### src/rtl/dm_port_arbiter.sv
`default_nettype none
// ============================================================================
// Module      : dm_port_arbiter
// Description : Two-requester arbiter in front of a single-port data memory.
//               Converts {size, addr} to byte enables and lane-replicated
//               write data, rejects misaligned accesses without touching the
//               RAM, and returns sign-extended load data one cycle after the
//               RAM access.
// Revision    : 1.0 - initial release
// ============================================================================
module dm_port_arbiter #(
    parameter int ADDR_W = 14,
    parameter bit FAIR   = 1'b1
) (
    input  logic              clk,
    input  logic              rst,
    // requester 0 (CPU MEM stage)
    input  logic              m0_req,
    input  logic              m0_we,
    input  logic [1:0]        m0_size,
    input  logic [ADDR_W-1:0] m0_addr,
    input  logic [31:0]       m0_wdata,
    output logic              m0_ready,
    output logic              m0_rvalid,
    output logic [31:0]       m0_rdata,
    output logic              m0_err,
    // requester 1 (debug / DMA loader)
    input  logic              m1_req,
    input  logic              m1_we,
    input  logic [1:0]        m1_size,
    input  logic [ADDR_W-1:0] m1_addr,
    input  logic [31:0]       m1_wdata,
    output logic              m1_ready,
    output logic              m1_rvalid,
    output logic [31:0]       m1_rdata,
    output logic              m1_err,
    // synchronous RAM, one-cycle read latency
    output logic              mem_en,
    output logic              mem_we,
    output logic [ADDR_W-3:0] mem_addr,
    output logic [3:0]        mem_be,
    output logic [31:0]       mem_wdata,
    input  logic [31:0]       mem_rdata
);

    localparam logic [1:0] c_SIZE_WORD = 2'd0;
    localparam logic [1:0] c_SIZE_HALF = 2'd1;
    localparam logic [1:0] c_SIZE_BYTE = 2'd2;

    typedef enum logic [1:0] {
        ST_IDLE  = 2'd0,
        ST_ISSUE = 2'd1,
        ST_RESP  = 2'd2,
        ST_ERR   = 2'd3
    } state_t;

    state_t              r_state;
    state_t              w_state_nxt;

    // Request latch: owner plus the accepted command
    logic                r_owner;
    logic                r_last_grant;
    logic                r_we;
    logic [1:0]          r_size;
    logic [ADDR_W-1:0]   r_addr;
    logic [31:0]         r_wdata;

    logic                w_grant;
    logic                w_accept;
    logic                w_sel_we;
    logic [1:0]          w_sel_size;
    logic [ADDR_W-1:0]   w_sel_addr;
    logic [31:0]         w_sel_wdata;
    logic                w_sel_aligned;

    logic [3:0]          w_be;
    logic [31:0]         w_wdata_rep;
    logic [15:0]         w_half_lane;
    logic [7:0]          w_byte_lane;
    logic [31:0]         w_load_data;

    logic                w_rvalid;
    logic                w_err;
    logic [31:0]         w_rdata;

    // Grant selection: on a tie, round-robin picks the port that did not win
    // last time; fixed priority always picks m0. Last_grant resets to 1 so m0
    // wins the first tie in either mode.
    always_comb begin
        if (m0_req && m1_req) begin
            w_grant = FAIR ? ~r_last_grant : 1'b0;
        end else begin
            w_grant = m1_req;
        end
    end

    // Accept only in IDLE and never while reset is asserted
    assign w_accept    = (r_state == ST_IDLE) && !rst && (m0_req || m1_req);
    assign m0_ready    = w_accept && !w_grant;
    assign m1_ready    = w_accept &&  w_grant;

    assign w_sel_we    = w_grant ? m1_we    : m0_we;
    assign w_sel_size  = w_grant ? m1_size  : m0_size;
    assign w_sel_addr  = w_grant ? m1_addr  : m0_addr;
    assign w_sel_wdata = w_grant ? m1_wdata : m0_wdata;

    // Alignment check of the command being accepted; size 3 is always an error
    always_comb begin
        case (w_sel_size)
            c_SIZE_WORD: w_sel_aligned = (w_sel_addr[1:0] == 2'b00);
            c_SIZE_HALF: w_sel_aligned = !w_sel_addr[0];
            c_SIZE_BYTE: w_sel_aligned = 1'b1;
            default:     w_sel_aligned = 1'b0;
        endcase
    end

    // State register and request latch
    always_ff @(posedge clk) begin
        if (rst) begin
            r_state      <= ST_IDLE;
            r_last_grant <= 1'b1;
            r_owner      <= 1'b0;
            r_we         <= 1'b0;
            r_size       <= 2'd0;
            r_addr       <= '0;
            r_wdata      <= '0;
        end else begin
            r_state <= w_state_nxt;
            if (w_accept) begin
                r_owner      <= w_grant;
                r_last_grant <= w_grant;
                r_we         <= w_sel_we;
                r_size       <= w_sel_size;
                r_addr       <= w_sel_addr;
                r_wdata      <= w_sel_wdata;
            end
        end
    end

    // Byte enables and lane-replicated write data from the latched command
    always_comb begin
        w_be        = 4'b0000;
        w_wdata_rep = r_wdata;
        case (r_size)
            c_SIZE_WORD: w_be = 4'b1111;
            c_SIZE_HALF: begin
                w_be        = r_addr[1] ? 4'b1100 : 4'b0011;
                w_wdata_rep = {r_wdata[15:0], r_wdata[15:0]};
            end
            c_SIZE_BYTE: begin
                w_be        = 4'b0001 << r_addr[1:0];
                w_wdata_rep = {4{r_wdata[7:0]}};
            end
            default: w_be = 4'b0000;
        endcase
    end

    // Lane extraction and sign extension of the RAM read word
    always_comb begin
        w_half_lane = r_addr[1] ? mem_rdata[31:16] : mem_rdata[15:0];
        case (r_addr[1:0])
            2'd0:    w_byte_lane = mem_rdata[7:0];
            2'd1:    w_byte_lane = mem_rdata[15:8];
            2'd2:    w_byte_lane = mem_rdata[23:16];
            default: w_byte_lane = mem_rdata[31:24];
        endcase
        case (r_size)
            c_SIZE_WORD: w_load_data = mem_rdata;
            c_SIZE_HALF: w_load_data = {{16{w_half_lane[15]}}, w_half_lane};
            c_SIZE_BYTE: w_load_data = {{24{w_byte_lane[7]}}, w_byte_lane};
            default:     w_load_data = 32'd0;
        endcase
    end

    // Next-state logic and per-state RAM / response outputs
    always_comb begin
        w_state_nxt = r_state;
        mem_en      = 1'b0;
        mem_we      = 1'b0;
        mem_addr    = '0;
        mem_be      = 4'b0000;
        mem_wdata   = 32'd0;
        w_rvalid    = 1'b0;
        w_err       = 1'b0;
        w_rdata     = 32'd0;
        case (r_state)
            ST_IDLE: begin
                if (w_accept) begin
                    w_state_nxt = w_sel_aligned ? ST_ISSUE : ST_ERR;
                end
            end
            ST_ISSUE: begin
                w_state_nxt = ST_RESP;
                mem_en      = 1'b1;
                mem_we      = r_we;
                mem_addr    = r_addr[ADDR_W-1:2];
                mem_be      = w_be;
                mem_wdata   = w_wdata_rep;
            end
            ST_RESP: begin
                w_state_nxt = ST_IDLE;
                w_rvalid    = 1'b1;
                w_rdata     = r_we ? 32'd0 : w_load_data;
            end
            default: begin
                w_state_nxt = ST_IDLE;
                w_rvalid    = 1'b1;
                w_err       = 1'b1;
            end
        endcase
        // A reset cycle drops the transaction: nothing reaches RAM or requester
        if (rst) begin
            mem_en    = 1'b0;
            mem_we    = 1'b0;
            mem_addr  = '0;
            mem_be    = 4'b0000;
            mem_wdata = 32'd0;
            w_rvalid  = 1'b0;
            w_err     = 1'b0;
            w_rdata   = 32'd0;
        end
    end

    // Route the response to the owning requester only
    assign m0_rvalid = w_rvalid && !r_owner;
    assign m1_rvalid = w_rvalid &&  r_owner;
    assign m0_err    = w_err    && !r_owner;
    assign m1_err    = w_err    &&  r_owner;
    assign m0_rdata  = (w_rvalid && !r_owner) ? w_rdata : 32'd0;
    assign m1_rdata  = (w_rvalid &&  r_owner) ? w_rdata : 32'd0;

endmodule
`default_nettype wire

### config.mk
export PLATFORM = sky130hd
export DESIGN_NAME = dm_port_arbiter
export DESIGN_NICKNAME = d
export VERILOG_FILES = /design/src/rtl/dm_port_arbiter.sv
export SDC_FILE = /design/constraint.sdc
export NUM_CORES = 1
export LEC_CHECK = 0
export CORE_MARGIN = 2
export CORE_UTILIZATION = 33
export CTS_CLUSTER_DIAMETER = 50
export DETAILED_ROUTE_END_ITERATION = 16
export PLACE_DENSITY = 0.78
export RECOVER_POWER = 50
export SYNTH_ARGS = -nofsm -noshare
export SYNTH_HDL_FRONTEND = slang
export SYNTH_SLANG_ARGS = --single-unit
### constraint.sdc
create_clock -name clk -period 1.9 [get_ports clk]
set_input_delay 0.38 -clock clk [delete_from_list [all_inputs] [get_ports clk]]
set_output_delay 0.38 -clock clk [all_outputs]
set_load 0.02 [all_outputs]
Word-level counts from Yosys, hierarchy flattened
Cells that the tools add are included. Widths: inputs -> output; s select.

Register bits: 53. Latch bits: 0. RAM bits: 0. Memory bits (read-only): 0. Bits of input ports: 134. Output and inout bits: 120. Word-level logic and storage cells: 73. Memories kept: 0.

Add/sub/neg operators: 0. Multipliers: 0. Divide/modulo/power cells: 0. $lt $le $gt $ge: 0. Equal/unequal tests: 9. Shifts and indexed selects: 1. Multiplexer cells: 34. Bitwise logic cells: 1. Reduce and logical (&&, ||, !) cells: 21.

Operators with widths (count): $mux 32 (8); $pmux 32 s3 (1); $pmux 32 s2 (1); $mux 12 (2); $pmux 8 s3 (1); $mux 16 (1); $mux 14 (1); $mux 4 (3); $pmux 4 s3 (1); $logic_not 2->1 (5); $mux 1 (10); $logic_and 1x1->1 (9); $eq 2x1->1 const B (4); $eq 2x2->1 const B (4); $mux 2 (3); $logic_not 1->1 (4); $pmux 2 s2 (1); $shl 1x2->4 const A (1); $pmux 1 s3 (1); $reduce_or 3->1 (1); $ne 2x2->1 const B (1); $reduce_or 2->1 (1); $logic_or 1x1->1 (1); $not 1->1 (1).

Depth between registers and ports, before layout
Gate-level depths: netlist of run 1.

Depth in word-level cells: 8. Mapped depth: 9. Depth with buffers taken out: 6.

Worst setup path after synthesis of run 1
OpenSTA, ideal clock, no wires.

Path type: reg2out. Start point: reg r_size[1]. End point: out mem_be[3]. Data arrival time: 1.721 ns. Required time: 1.520 ns. Slack: -0.201 ns. Stages on the path, launching flop included: 7. Cell sequence: dfxtp_1 > inv_1 > ha_1 > buf_2 > buf_1 > o21ai_0 > a211oi_1.

Longest elaborated chain between the ends: 4. Elaborated cells between the ends (all ways): 6.

Ends and longest elaborated chain: start, declared (RTL line 64) `logic [1:0] r_size;`; start signal, assigned (RTL line 133) `r_size <= w_sel_size;`; $eq 2x2->1 (tied with other cells) (RTL line 144) `case (r_size)`; $pmux 4 s3 (*) (RTL line 144); $mux 4 (*) (RTL line 186) `case (r_state)`; $mux 4 (*) (RTL line 212) `if (rst) begin`; end, declared (RTL line 41) `output logic [3:0] mem_be,`.

Mark *: on every way between the ends. The rest lies on a longest branch, timed or not.

Worst setup path after layout of run 1
Start point: reg r_size[0]. End point: out m1_rdata[3].

Longest elaborated chain between the ends: 6. Elaborated cells between the ends (all ways): 8.

Ends and longest elaborated chain: $eq 2x2->1 (tied with other cells) (RTL line 167) `case (r_size)`; $pmux 32 s3 (*) (RTL line 167); $mux 32 (*) (RTL line 203) `w_rdata = r_we ? 32'd0 : w_load_data;`; $mux 32 (*) (RTL line 186); $mux 32 (*) (RTL line 212); $mux 32 (*) (RTL line 230) `assign m1_rdata = (w_rvalid && r_owner) ? w_rdata : 32'd0;`; end, declared (RTL line 35) `output logic [31:0] m1_rdata,`.

Marked as above.

==> results.py, run 1 <==
metrics = {
    "min_path": {
        "hold_class": "input pin to flip-flop",
        "hold_path_end": "r_owner$_SDFFE_PP0P_",
        "min_path_cells": 3,
        "hold_start": "rst",
    },
    "timing": {
        "period_share_pct": 126,
        "rsz0062_at_grt": "yes",
        "finalSetupViolations": 136,
        "period_needed_ps": 2400,
        "worstMarginPinSlew_ps": 483,
        "slew_headroom_pct": 67.5,
        "worst_slack_ps": -502,
        "timing.fmax_mhz": 416,
        "finalSetupTns_ps": -38070,
        "fin_worst_skew_ps": 6.26,
        "hold_viol_final": 0,
        "maxSlewViolCount": 0,
    },
    "clock_tree": {
        "clk_latency_ps": 290,
        "clock-root-buffer": "clkbuf_16",
        "cts_buffer_depth": 2,
        "cts_buffers": 5,
        "tritoncts": "built",
        "cts_hold_buf": 0,
        "cts.sinks": 53,
        "h-tree-depth": 2,
        "path_clk_slew_ps": 60,
    },
    "layout": {
        "multi_input_area_um2": 3280,
        "nNetsFinal": 951,
        "syn_to_final_growth_pct": 119,
        "fillers": 777,
        "drive_gt1_share_pct": 43.5,
        "diodes": 0,
        "seq_area_um2": 1070,
        "instances_no_fill": 956,
    },
    "logic_synthesis": {
        "synth_area_um2": 3860,
        "synthTopCellsByCount": "98 x nor2_1, 53 x dfxtp_1, 51 x a211oi_1",
        "yosysWarnings": 0,
        "syn_avg_cell_area_um2": 7.93,
        "synth-edff-count": 0,
        "synth_compound_area_share_pct": 28.1,
        "synth_top_family_by_area": "compound AO/OA/AOI/OAI gates",
        "synth_fa_ha_area_share_pct": 1.30,
        "synth-async-reset-ratio_pct": 0,
        "yosysMostFrequentCell": "nor2_1",
        "muxShareOfSynthArea_pct": 15.5,
        "netlist_instances": 486,
        "synth-xor-area-share_pct": 0,
        "syn-num-nets": 624,
        "synthTopCellsByArea": "dfxtp_1 28%, mux2i_1 13%, a211oi_1 9.9%",
        "synth.top_cell.area_share_pct": 27.5,
        "synthFlopType": "dfxtp_1",
        "yosys.area_share.simple_pct": 18.4,
        "ys_types": 39,
        "seq_area_frac_synth_pct": 27.5,
        "ys_ff_latch": 53,
        "synth_area_leader_cell": "dfxtp_1",
    },
    "die": {
        "rows": 39,
        "start_util_pct": 33.8,
        "core-area_um2": 11400,
        "dieWidth_um": 112,
        "fp.dieH_um": 112,
        "io_pins": 254,
        "die_area_um2": 12600,
    },
    "critical_path": {
        "endpoint_kind": "primary output",
        "r2r_start": "r_last_grant$_SDFFE_PP1P_",
        "cp_max_fo": 8,
        "r2r_slack_ps": -60,
        "reg2reg_depth": 5,
        "rr_endpoint": "r_wdata[0]$_SDFFE_PP0P_",
        "critPathLaunchType": "flip-flop",
        "crit_required_ps": 1520,
        "cp.arrival_ps": 2020,
        "path_class": "flip-flop to primary output",
    },
    "detailed_routing": {
        "routed_wl_um": 19000,
        "viasPerCell": 5.51,
        "wl_per_cell_um": 19.9,
        "first_pass_iters": 7,
        "antenna_left": 0,
        "drt_iter0_drc": 328,
        "vias": 5269,
        "drc": 0,
    },
    "pwr": {
        "leakage_nw": 3.48,
        "ir_drop_uv": 680,
        "powerDensity_nw_per_um2": 647,
    },
    "placed_design": {
        "place_congestion": 1.07,
        "dp_hpwl_um": 12900,
        "dp_cells": 922,
        "port_buffers": 253,
    },
    "outcome": {
        "status": "finished, violations left",
        "violations": "negative setup slack",
    },
    "global_routing": {
        "antenna_found_initial": 0,
        "grt_overflow": 0,
        "grt_use_total_pct": 26.4,
        "grt_pass1_vias": 5324,
        "grt_max_degree": 39,
        "grt_pass1_wl_um": 27000,
    },
    "run": {
        "drv_cap": 0,
    },
}
kinds of logic (layout without fill, tap and decap cells):
group | after synthesis | after routing
compound gates | 153 | 153
fa+ha+maj | 4 | 4
buf+inv | 59 | 386
flops | 53 | 53
mux | 57 | 57
simple gates | 160 | 160
sequential cells by signal (all words and copies together), names as in the netlist:
name	count
r_addr	14
r_owner	1
r_state	2
r_size	2
r_wdata	32
r_we	1
r_last_grant	1
worst max-delay path, stage by stage (launching register included):
cell and delay (ps):
dfxtp_4 380, inv_4 50, ha_4 170, nand2b_4 90, buf_6 100, a22oi_2 40
buf_6 140, a222oi_1 300, buf_4 200, buf_6 100, nor2_4 30, buf_6 120
per-stage QoR:
step | setup slack (ps) | hold slack, ps | total power, mW | util, % | area, um2
6_report | -502 | 444 | 5.46 | 73.8 | 8430
5_1_grt | -572 | 438 | 5.71 | 73.8 | 8430
4_1_cts | -413 | 427 | 5.14 | 70.1 | 8000
3_5_place_dp | -845 | 489 | 3.80 | 65.1 | 7430
3_3_place_gp | -768 | 483 | 3.73 | 65.1 | 7430
2_1_floorplan | -72.0 | 459 | 2.75 | - | 4260
worst max path at each step:
stage	startpoint	to	slack, ps	cells after the start
floorplan	r_state[1]$_SDFFE_PP0P_	m0_rdata[0]	-70	4
global placement	mem_rdata[23]	m0_rdata[13]	-770	7
detailed placement	mem_rdata[23]	m1_rdata[14]	-840	7
CTS	r_size[0]$_SDFFE_PP0P_	m1_rdata[17]	-410	9
global route	r_size[0]$_SDFFE_PP0P_	m0_rdata[3]	-570	11
finish	r_size[0]$_SDFFE_PP0P_	m1_rdata[3]	-500	11
routing by layer:
metal | vias up | global-route usage, % | wire (um)
li1 | 2432 | - | -
met1 | 2485 | 29.3 | 6810
met2 | 295 | 49.7 | 9940
met3 | 57 | 5.78 | 1470
met4 | 0 | 8.94 | 801
met5 | - | 0 | 0
cells in the final DEF, fill, tap and decap left out, types with 7 or more instances in the layout:
cell and instances:
nand2_1 22, a221oi_4 8, a21oi_2 7, buf_6 68, a222oi_1 7, clkbuf_2 12, buf_12 12, buf_2 11
mux2i_1 48, a22oi_2 7, a22oi_1 9, nor2_2 15, a21oi_4 33, clkdlybuf4s15_2 7, o21a_1 16, and3_1 21
clkbuf_16 9, nor2_4 7, a211oi_1 49, clkdlybuf4s50_1 129, buf_4 104, clkdlybuf4s15_1 12, dfxtp_1 49, nor2_1 76
timing repair:
item | 4_1_cts | 5_1_grt
setup buffers | 11 | 11
pin swaps | 23 | 17
resized for setup | 593 | 109
setup endpoints to repair | 122 | 118
gates cloned | 4 | 6
cell type report:
class	count	area share [%]
Timing Repair Buffer	372	43.9
Tap cell	143	2.12
Clock inverter	2	0.416
Clock buffer	5	1.48
Sequential cell	53	12.7
Inverter	7	0.371
Multi-Input combinational cell	374	38.9
power breakdown:
part	total [mW]	internal, mW	switching [mW]	leakage [nW]
combinational	3.03	1.51	1.52	2.96
clock	1.01	0.613	0.402	0.0797
sequential	1.42	1.28	0.133	0.443
Power figures use the tool's default switching activity.
==> run 2: changes to the inputs <==
--- a/config.mk
+++ b/config.mk
@@ -6,9 +6,10 @@
 export NUM_CORES = 1
 export LEC_CHECK = 0
+export CORE_ASPECT_RATIO = 0.8
 export CORE_MARGIN = 2
-export CORE_UTILIZATION = 33
+export CORE_UTILIZATION = 40
 export CTS_CLUSTER_DIAMETER = 50
 export DETAILED_ROUTE_END_ITERATION = 16
-export PLACE_DENSITY = 0.78
+export PLACE_DENSITY = 0.88
 export RECOVER_POWER = 50
 export SYNTH_ARGS = -nofsm -noshare
==> constraint.sdc (replaced) <==
create_clock -name clk -period 3.1 [get_ports clk]
set_input_delay 0.62 -clock clk [delete_from_list [all_inputs] [get_ports clk]]
set_output_delay 0.62 -clock clk [all_outputs]
set_load 0.05 [all_outputs]
==> results.py, run 2 (synthesized netlist as in run 1, its figures left out) <==
metrics = {
    "critical_path": {
        "cp.arrival_ps": 2330,
        "crit_required_ps": 2480,
        "slowest_stage": "clkbuf_1",
        "endpoint_kind": "primary output",
        "slowest_delay_ps": 400,
        "path_class": "flip-flop to primary output",
        "crit_chain": "inv_1, ha_1, nand2b_1, a22oi_1, clkbuf_1, a222oi_1, nor2_1, buf_12",
        "critPathLaunchType": "flip-flop",
        "cp_max_fo": 8,
    },
    "layout": {
        "layout_common_cells": "131 x clkdlybuf4s50_1, 97 x nor2_1, 54 x buf_12",
        "instances_no_fill": 831,
        "drive_gt1_share_pct": 18.5,
        "fillers": 715,
        "largest_reg_flops": 32,
        "diodes": 0,
        "reg_top3": "r_wdata: 32 flops, r_addr: 14 flops",
        "syn_to_final_growth_pct": 74.4,
        "nNetsFinal": 849,
        "final_common_cell": "clkdlybuf4s50_1",
        "regMostFlops": "r_wdata",
    },
    "pwr": {
        "leakage_nw": 2.75,
        "powerDensity_nw_per_um2": 400,
        "ir_drop_uv": 256,
        "total_power_mw": 2.69,
    },
    "timing": {
        "slew_headroom_pct": 35.7,
        "hold_viol_final": 0,
        "rsz0062_at_grt": "no",
        "timing.fmax_mhz": 339,
        "maxSlewViolCount": 0,
        "finalSetupViolations": 0,
        "finalSetupTns_ps": 0,
        "fin_worst_skew_ps": 4.00,
        "period_share_pct": 95.2,
        "worst_slack_ps": 150,
        "period_needed_ps": 2950,
        "worstMarginPinSlew_ps": 964,
    },
    "clock_tree": {
        "cts-resized-gates": 0,
        "path_clk_slew_ps": 70,
        "post_cts_buffers": 0,
        "cts_hold_buf": 0,
        "h-tree-depth": 2,
        "cts_buffers": 5,
        "clk_latency_ps": 290,
        "tritoncts": "built",
        "clock-root-buffer": "clkbuf_16",
        "cts.sinks": 53,
        "cts_buffer_depth": 2,
    },
    "die": {
        "core-area_um2": 9490,
        "dieWidth_um": 114,
        "fp.dieH_um": 91.8,
        "die_area_um2": 10400,
        "rows": 32,
        "start_util_pct": 40.6,
        "io_pins": 254,
    },
    "detailed_routing": {
        "antenna_left": 0,
        "routed_wl_um": 15400,
        "first_pass_iters": 5,
        "wl_per_cell_um": 18.5,
        "viasPerCell": 5.72,
        "drc": 0,
        "vias": 4755,
        "drt_iter0_drc": 375,
    },
    "global_routing": {
        "grt_overflow": 0,
        "grt_use_total_pct": 28.2,
        "grt_pass1_wl_um": 23600,
        "antenna_found_initial": 0,
        "grt_pass1_vias": 4590,
        "grt_max_degree": 96,
    },
    "placed_design": {
        "dp_hpwl_um": 12200,
        "dp_cells": 823,
        "dp_slack_ps": 72.1,
        "port_buffers": 253,
        "place_congestion": 1.01,
    },
    "run": {
        "drv_cap": 0,
    },
    "min_path": {
        "hold_class": "flip-flop to flip-flop",
    },
    "outcome": {
        "status": "finished clean",
    },
}
[run 2: worst paths after layout]
kind | from | end | slack [ps] | cells past startpoint
worst max-delay path | r_size[0]$_SDFFE_PP0P_ | m0_rdata[3] | 150 | 8
worst min register to register | r_last_grant$_SDFFE_PP1P_ | r_last_grant$_SDFFE_PP1P_ | 480 | 2
worst max register to register | r_state[0]$_SDFFE_PP0P_ | r_wdata[0]$_SDFFE_PP0P_ | 880 | 4
worst min-delay path | r_last_grant$_SDFFE_PP1P_ | r_last_grant$_SDFFE_PP1P_ | 480 | 2
[run 2: layout make-up]
type | instances | area (um2) | share of cell area (%)
clock buffers | 6 | 129 | 1.92
clock inverters | 2 | 13.8 | 0.205
inverters | 7 | 26.3 | 0.391
multi-input cells | 374 | 2430 | 36.1
flip-flops and latches | 53 | 1060 | 15.8
well taps | 119 | 149 | 2.21
repair buffers | 270 | 2920 | 43.4
[run 2: per-layer routing]
metal / vias to the layer above / global-route usage (%) / routed length (um)
met4: 0 / 12.2 / 640
met3: 48 / 5.82 / 1320
met2: 287 / 52.4 / 8010
met1: 2198 / 31.0 / 5400
met5: - / 0 / 0
li1: 2222 / - / -
[run 2: power by group]
group	leakage, nW	switching [mW]	total, mW	internal [mW]
clock network	0.0712	0.245	0.546	0.302
registers	0.440	0.0872	0.871	0.784
logic	2.24	0.734	1.28	0.541
[run 2: stage by stage]
step	cell area (um2)	hold slack [ps]	utilization (%)
after floorplan	3860	457	-
after global placement	7060	470	74.4
after detailed placement	7060	488	74.4
after CTS	7210	496	75.9
after global routing	6730	511	70.9
final	6730	484	70.9
[run 2: critical path: cells and delay by family, from the launching register on]
| family | cells | cell delay [ps] |
|---|---|---|
| AO/OA/AOI/OAI | 2 | 370 |
| AND/OR/NAND/NOR | 2 | 410 |
| adder cells (fa/ha/maj) | 1 | 240 |
| buffers and inverters | 3 | 680 |
| flip-flops | 1 | 340 |
